## src/rtl/ifu_pc_stage.sv

```systemverilog
// Fetch-stage PC register and IF/ID pipeline register for the 5-stage MIPS core.
// Forms the next PC from pc_op and the D-stage operands, and flags fetch address errors.
module ifu_pc_stage #(
    parameter logic [31:0] PC_RESET = 32'h0000_3000,
    parameter logic [31:0] PC_LOW   = 32'h0000_3000,
    parameter logic [31:0] PC_HIGH  = 32'h0000_6FFC
) (
    input  logic        clk,
    input  logic        reset,
    input  logic        stall,
    input  logic [1:0]  pc_op,
    input  logic [15:0] imm16_d,
    input  logic [25:0] instr_index_d,
    input  logic [31:0] jr_target,
    input  logic [31:0] instr_f,
    output logic [31:0] pc_f,
    output logic [31:0] instr_d,
    output logic [31:0] pc_d,
    output logic [31:0] pc8_d,
    output logic        adel_d
);

    typedef enum logic [1:0] {
        PC_SEQ    = 2'b00,
        PC_BRANCH = 2'b01,
        PC_JUMP   = 2'b10,
        PC_JREG   = 2'b11
    } pc_op_e;

    pc_op_e      op;
    logic [31:0] npc;
    logic [31:0] seq_pc;
    logic [31:0] branch_off;
    logic [31:0] branch_pc;
    logic [31:0] jump_pc;
    logic        adel_f;

    assign op = pc_op_e'(pc_op);

    // Branch and jump bases are the branch's own PC (pc_d); F currently holds the delay slot.
    always_comb begin
        seq_pc     = pc_f + 32'd4;
        branch_off = {{14{imm16_d[15]}}, imm16_d, 2'b00};
        branch_pc  = pc_d + 32'd4 + branch_off;
        jump_pc    = {pc_d[31:28], instr_index_d, 2'b00};
        npc        = seq_pc;
        unique case (op)
            PC_SEQ:    npc = seq_pc;
            PC_BRANCH: npc = branch_pc;
            PC_JUMP:   npc = jump_pc;
            PC_JREG:   npc = jr_target;
            default:   npc = seq_pc;
        endcase
    end

    always_comb begin
        adel_f = (pc_f[1:0] != 2'b00) | (pc_f < PC_LOW) | (pc_f > PC_HIGH);
    end

    always_ff @(posedge clk) begin
        if (!reset) begin
            pc_f <= PC_RESET;
        end else if (!stall) begin
            pc_f <= npc;
        end
    end

    // A faulting fetch still advances into D, but as a nop with the fault flag attached.
    always_ff @(posedge clk) begin
        if (!reset) begin
            instr_d <= '0;
            pc_d    <= '0;
            pc8_d   <= '0;
            adel_d  <= 1'b0;
        end else if (!stall) begin
            instr_d <= adel_f ? 32'h0000_0000 : instr_f;
            pc_d    <= pc_f;
            pc8_d   <= pc_f + 32'd8;
            adel_d  <= adel_f;
        end
    end

endmodule
```

## config.mk

```make
export PLATFORM = sky130hd
export DESIGN_NAME = ifu_pc_stage
export DESIGN_NICKNAME = d
export VERILOG_FILES = /design/src/rtl/ifu_pc_stage.sv
export SDC_FILE = /design/constraint.sdc
export NUM_CORES = 1
export LEC_CHECK = 0
export BUFFER_PORTS_ARGS = -buffer_cell sky130_fd_sc_hd__buf_2
export CAP_MARGIN = 20
export CORE_ASPECT_RATIO = 0.75
export CORE_MARGIN = 2
export CORE_UTILIZATION = 55
export CTS_BUF_LIST = sky130_fd_sc_hd__clkbuf_4 sky130_fd_sc_hd__clkbuf_8
export DETAILED_ROUTE_END_ITERATION = 10
export GPL_TIMING_DRIVEN = 0
export MAX_ROUTING_LAYER = met4
export PLACE_DENSITY_LB_ADDON = 0.05
export SYNTH_ARGS = -nofsm -noshare
export SYNTH_HDL_FRONTEND = slang
export SYNTH_SLANG_ARGS = --single-unit
```

## constraint.sdc

```tcl
create_clock -name clk -period 3.3 [get_ports clk]
set_input_delay 0.33 -clock clk [delete_from_list [all_inputs] [get_ports clk]]
set_output_delay 0.33 -clock clk [all_outputs]
set_load 0.1 [all_outputs]
```

## After elaboration in Yosys (flattened, before gate mapping)

Cells that the tools add are included.

- Register bits: 129
- Input bits: 111
- Output and inout port bits: 129
- Word-level logic and storage cells: 20

- $add $sub $neg: 4
- Magnitude comparators: 2
- Equality and inequality tests: 3
- Muxes and demuxes: 2
- Bitwise gates (word level): 2
- Reductions and logical operators: 2

Operators by type and width:

| operator | count |
|---|---|
| 32-bit case mux with 4 select lines | 1 |
| 32-bit by 3-bit adder with 32-bit output, second input constant | 2 |
| 32-bit adder | 1 |
| 32-bit by 4-bit adder with 32-bit output, second input constant | 1 |
| 32-bit by 15-bit greater-than comparator with 1-bit output, second input constant | 1 |
| 32-bit by 14-bit < comparator with 1-bit output, second input constant | 1 |
| 32-bit two-way mux | 1 |
| 2-bit equality test, second input constant | 2 |
| 2-bit by 1-bit equality test with 1-bit output, second input constant | 1 |
| 2-bit zero test | 1 |
| 1-bit OR | 2 |
| 2-bit nonzero test | 1 |

## Depth between registers and ports, before layout

- Depth in word-level cells: 4
- Gate-level depth with buffers: 14
- Mapped depth without buffers: 14

## Worst setup path after synthesis

OpenSTA, ideal clock, no wires.

- Path type: reg2reg
- From: register pc_d[3]
- To: register pc_f[21]
- Library setup time: 0.063 ns
- Data arrival time: 3.351 ns
- Data required time: 3.237 ns
- Setup slack: -0.114 ns
- Stages on the path, launching flop included: 13
- Buffers on the path: 0
- Period minus slack after synthesis: 3.414 ns
- Cells stage by stage: dfxtp_1 > ha_1 > ha_1 > inv_1 > fa_1 > nor2b_1 > o211ai_2 > a21oi_2 > or4_4 > nand3_2 > mux2_4 > a21oi_2 > o221a_1

- Longest elaborated chain between the ends: 3

RTL lines:

| element | RTL line | RTL |
|---|---|---|
| start, declared | 18 | `output logic [31:0] pc_d,` |
| start signal, assigned | 77 | `pc_d <= pc_f;` |
| 32-bit by 3-bit adder with 32-bit output | 44 | `branch_pc = pc_d + 32'd4 + branch_off;` |
| 32-bit adder | 44 |  |
| 32-bit case mux with 4 select lines | 47 | `unique case (op)` |
| end signal, assigned | 64 | `pc_f <= npc;` |
| end, declared | 16 | `output logic [31:0] pc_f,` |

Every way passes these cells.
A chain may end at the register's enable or synchronous reset.

## Final worst setup path

- From: register pc_d[3]
- To: register pc_f[31]

The elaborated chain is that of the path after synthesis.

==> summary.md <==
| Metric | Value |
|---|---|
| Status | finished clean |
| Clock insertion delay at the later pin of the skew report | 0.48 ns |
| Hold path start | instr_f[7] |
| Setup CP Type | register to register |
| Die Y-Extent | 111 microns |
| Vias in the first global route | 8334 |
| Maximum fanout along the worst path | 5 |
| CP endpoint kind | register |
| Initial antenna violation count | 0 |
| Largest net degree at the start of global routing | 17 |
| Final Max Tran Viols | 0 |
| FMAX | 308 MHz |
| Max Cap Violations | 0 |
| Post-Synthesis Net Count | 1200 |
| RR Startpoint | pc_d[3] |
| Max VDD drop | 263 uV |
| Setup_tns | 0 ns |
| CTS Root Buffer Type | clkbuf_8 |
| Slew headroom | 30.4% |
| Total grt overflow | 0 |
| Num Clock Sinks | 126 |
| Async set or reset register ratio after synthesis | 0% |
| Crit path DAT | 3.62 ns |
| Layout Skew | 0.0125 ns |
| Post-synth EDFFs | 0 |
| GRT Resource Usage Total | 38.3% |
| Core Util, Final | 68.7% |
| Fillcell total | 1327 |
| Seq/Total Area, Yosys | 29.8% |
| Num CTS Buffers | 17 |
| Pleak | 4.78 nW |
| Routed vias | 9164 |
| Post-DP HPWL | 23200 microns |
| Synth Instances | 1029 |
| CTS HTree Levels | 4 |
| Reg clk slew, reported paths | 0.09 ns |
| Via/cell ratio | 6.10 |
| First-pass GRT wire length | 47100 microns |
| Number of port buffers | 235 |
| Final hold viol count | 0 |
| FP Rows | 39 |
| GP Congestion | 0.982 |
| Reg2reg setup slack | 0.05 ns |
| CTS tree | built |
| Area growth from synthesis to layout | 22.8% |
| DP Cell Count | 1469 |
| Cell Area, Synth | 8470 sq um |
| Library cells used by synthesis | 71 |
| Finished Cell Area | 10400 sq um |
| Post-Route WL | 31100 microns |
| WHS | 0.103 ns |
| Setup crit start kind | register |
| Core Region | 15100 sq um |
| Syn_area_per_cell | 8.23 sq um |
| Top_reg_cell synth | dfxtp_1 |
| Diodes inserted | 0 |
| Tightest Pin Transition | 1.04 ns |
| Final setup viols | 0 |
| Die Wd | 147 microns |
| Hold Crit Depth | 3 |
| Final Cycle Share | 98.4% |
| First DRT Iteration DRCs | 1079 |
| Synthesized flop and latch total | 126 |
| Layout cells sized above 1 | 25.0% |
| Initial core utilization | 56.0% |
| Cells on worst reg2reg path | 12 |
| DRC | 0 |
| Routed length per placed instance | 20.7 microns |
| Post-CTS setup buffer count | 0 |
| Clk buf depth | 2 |
| Hold crit path type | input pin to register |
| Power Dens Cells | 461 nW/um^2 |
| Final #Nets | 1455 |
| Terminus of the critical flop-to-flop path | pc_f[31] |
| Finished Layout Cells | 1502 |
| Post-Place Cell Area | 9910 sq um |
| Io pins | 240 |
| Fin crit period | 3.25 ns |
| Detailed Routing Iterations Pass 1 | 6 |
| WP data required | 3.67 ns |
| Die area | 16400 sq um |
| Post-route ant nets | 0 |
| Syn. warnings | 0 |
| End of the worst hold path | instr_d[7] |
## kinds of logic after synthesis
group | Yosys count | synth area share (%)
adders and majority gates | 60 | 8.95
AOI/OAI and AO/OA | 267 | 21.1
and+or+nand+nor | 358 | 21.7
xor gates and xnor gates | 52 | 5.38
muxes | 62 | 8.08
DFF | 126 | 29.8
buffers and inverters | 104 | 4.98
## per-stage QoR
step                setup WS, ns  total power, mW
finish                    0.0514             4.79
global route             -0.0668             4.95
CTS                        0.119             4.77
detailed placement        0.0725             3.14
global placement          0.0933             3.13
floorplan                0.00740             2.77
## cells in the final DEF (no fill, tap or decap), types with 17 or more instances in the layout
| cell type | instances |
|---|---|
| o21ai_0 | 53 |
| a21o_1 | 18 |
| ha_1 | 59 |
| clkbuf_1 | 64 |
| nand2_1 | 108 |
| xnor2_1 | 31 |
| nand4_1 | 18 |
| nand3_1 | 30 |
| dfxtp_1 | 121 |
| clkbuf_8 | 17 |
| a21oi_1 | 66 |
| buf_2 | 248 |
| a22oi_1 | 35 |
| xor2_1 | 21 |
| nor2_1 | 46 |
| nor2b_1 | 72 |
| mux2i_1 | 50 |
| and2_1 | 28 |
## registers in the layout (all words and copies together) (netlist names)
signal	flops
adel_d	1
instr_d	32
pc8_d	29
pc_d	32
pc_f	32
## where the power goes
part / total [mW] / internal, mW / switching, mW
clock network: 1.65 / 0.925 / 0.721
registers: 1.67 / 1.59 / 0.0750
logic: 1.48 / 0.391 / 1.09
## cell type report
type | instances | area (sq um) | area share, %
multi-input combinational | 799 | 5530 | 53.2
sequential | 126 | 2530 | 24.3
timing repair buffer | 236 | 1190 | 11.5
buffer | 89 | 365 | 3.51
tap | 205 | 256 | 2.47
clock buffer | 18 | 241 | 2.32
clock inverter | 14 | 229 | 2.20
inverter | 15 | 56.3 | 0.541
## synth_stat cells, drive strengths merged, types with 3 or more instances
cell type    n  share of area, %
buf         24               1.4
o221ai      11               1.1
o21ai       60               3.6
xnor2       31               3.2
a21boi       5              0.44
a21oi       70               4.3
a31oi        9              0.66
and4         5              0.52
o21a         5              0.44
nor3        14              0.83
nand2      108               4.8
nor4         9              0.74
ha          59               8.7
o211ai       7              0.68
o31ai        4              0.35
a221oi       4              0.41
mux2i       50               5.9
nand2b       5              0.37
xor2        21               2.2
o211a        8              0.95
clkbuf      65               2.9
and2        28               2.1
a32oi        4              0.41
nor2b       72               5.3
nand4       19               1.5
a21o        18               1.6
a211oi       8              0.83
mux4         4               1.1
inv         14              0.62
dfxtp      126                30
nand3       31               1.9
and3        11              0.81
o221a        3              0.40
a22oi       35               3.1
mux2         8               1.1
nor2        47               2.1
a41oi        3              0.31
## what timing repair did
item / in CTS / in global routing
endpoints found under the setup margin: 0 / 1
resized for setup: 0 / 2
hold buffers: 0 / 0
## critical path: stages, from the launching register on
cell       delay (ns)
dfxtp_2          0.34
ha_1             0.29
ha_1             0.26
inv_1            0.09
fa_1             0.22
nor2b_1          0.08
o211ai_2         0.19
a21oi_2          0.14
o41ai_1          0.48
o211ai_1         0.33
a2111oi_2        0.49
a31o_1           0.17
nor3_1           0.05
## worst max-delay path by stage
stage                      startpoint  endpoint  cells past startpoint
after floorplan               pc_d[8]  pc_f[21]                     10
after global placement    imm16_d[15]  pc_f[31]                     12
after detailed placement   imm16_d[1]  pc_f[31]                     13
after CTS                     pc_d[3]  pc_f[31]                     12
after global routing          pc_d[3]  pc_f[31]                     12
final                         pc_d[3]  pc_f[31]                     12
## routing by layer
layer	part of all wire, %	track usage, %
met5	0	-
met4	3.8	13.5
met3	11	7.25
met2	41	54.9
met1	44	54.0
No activity file was read; power rests on OpenSTA's default activity.
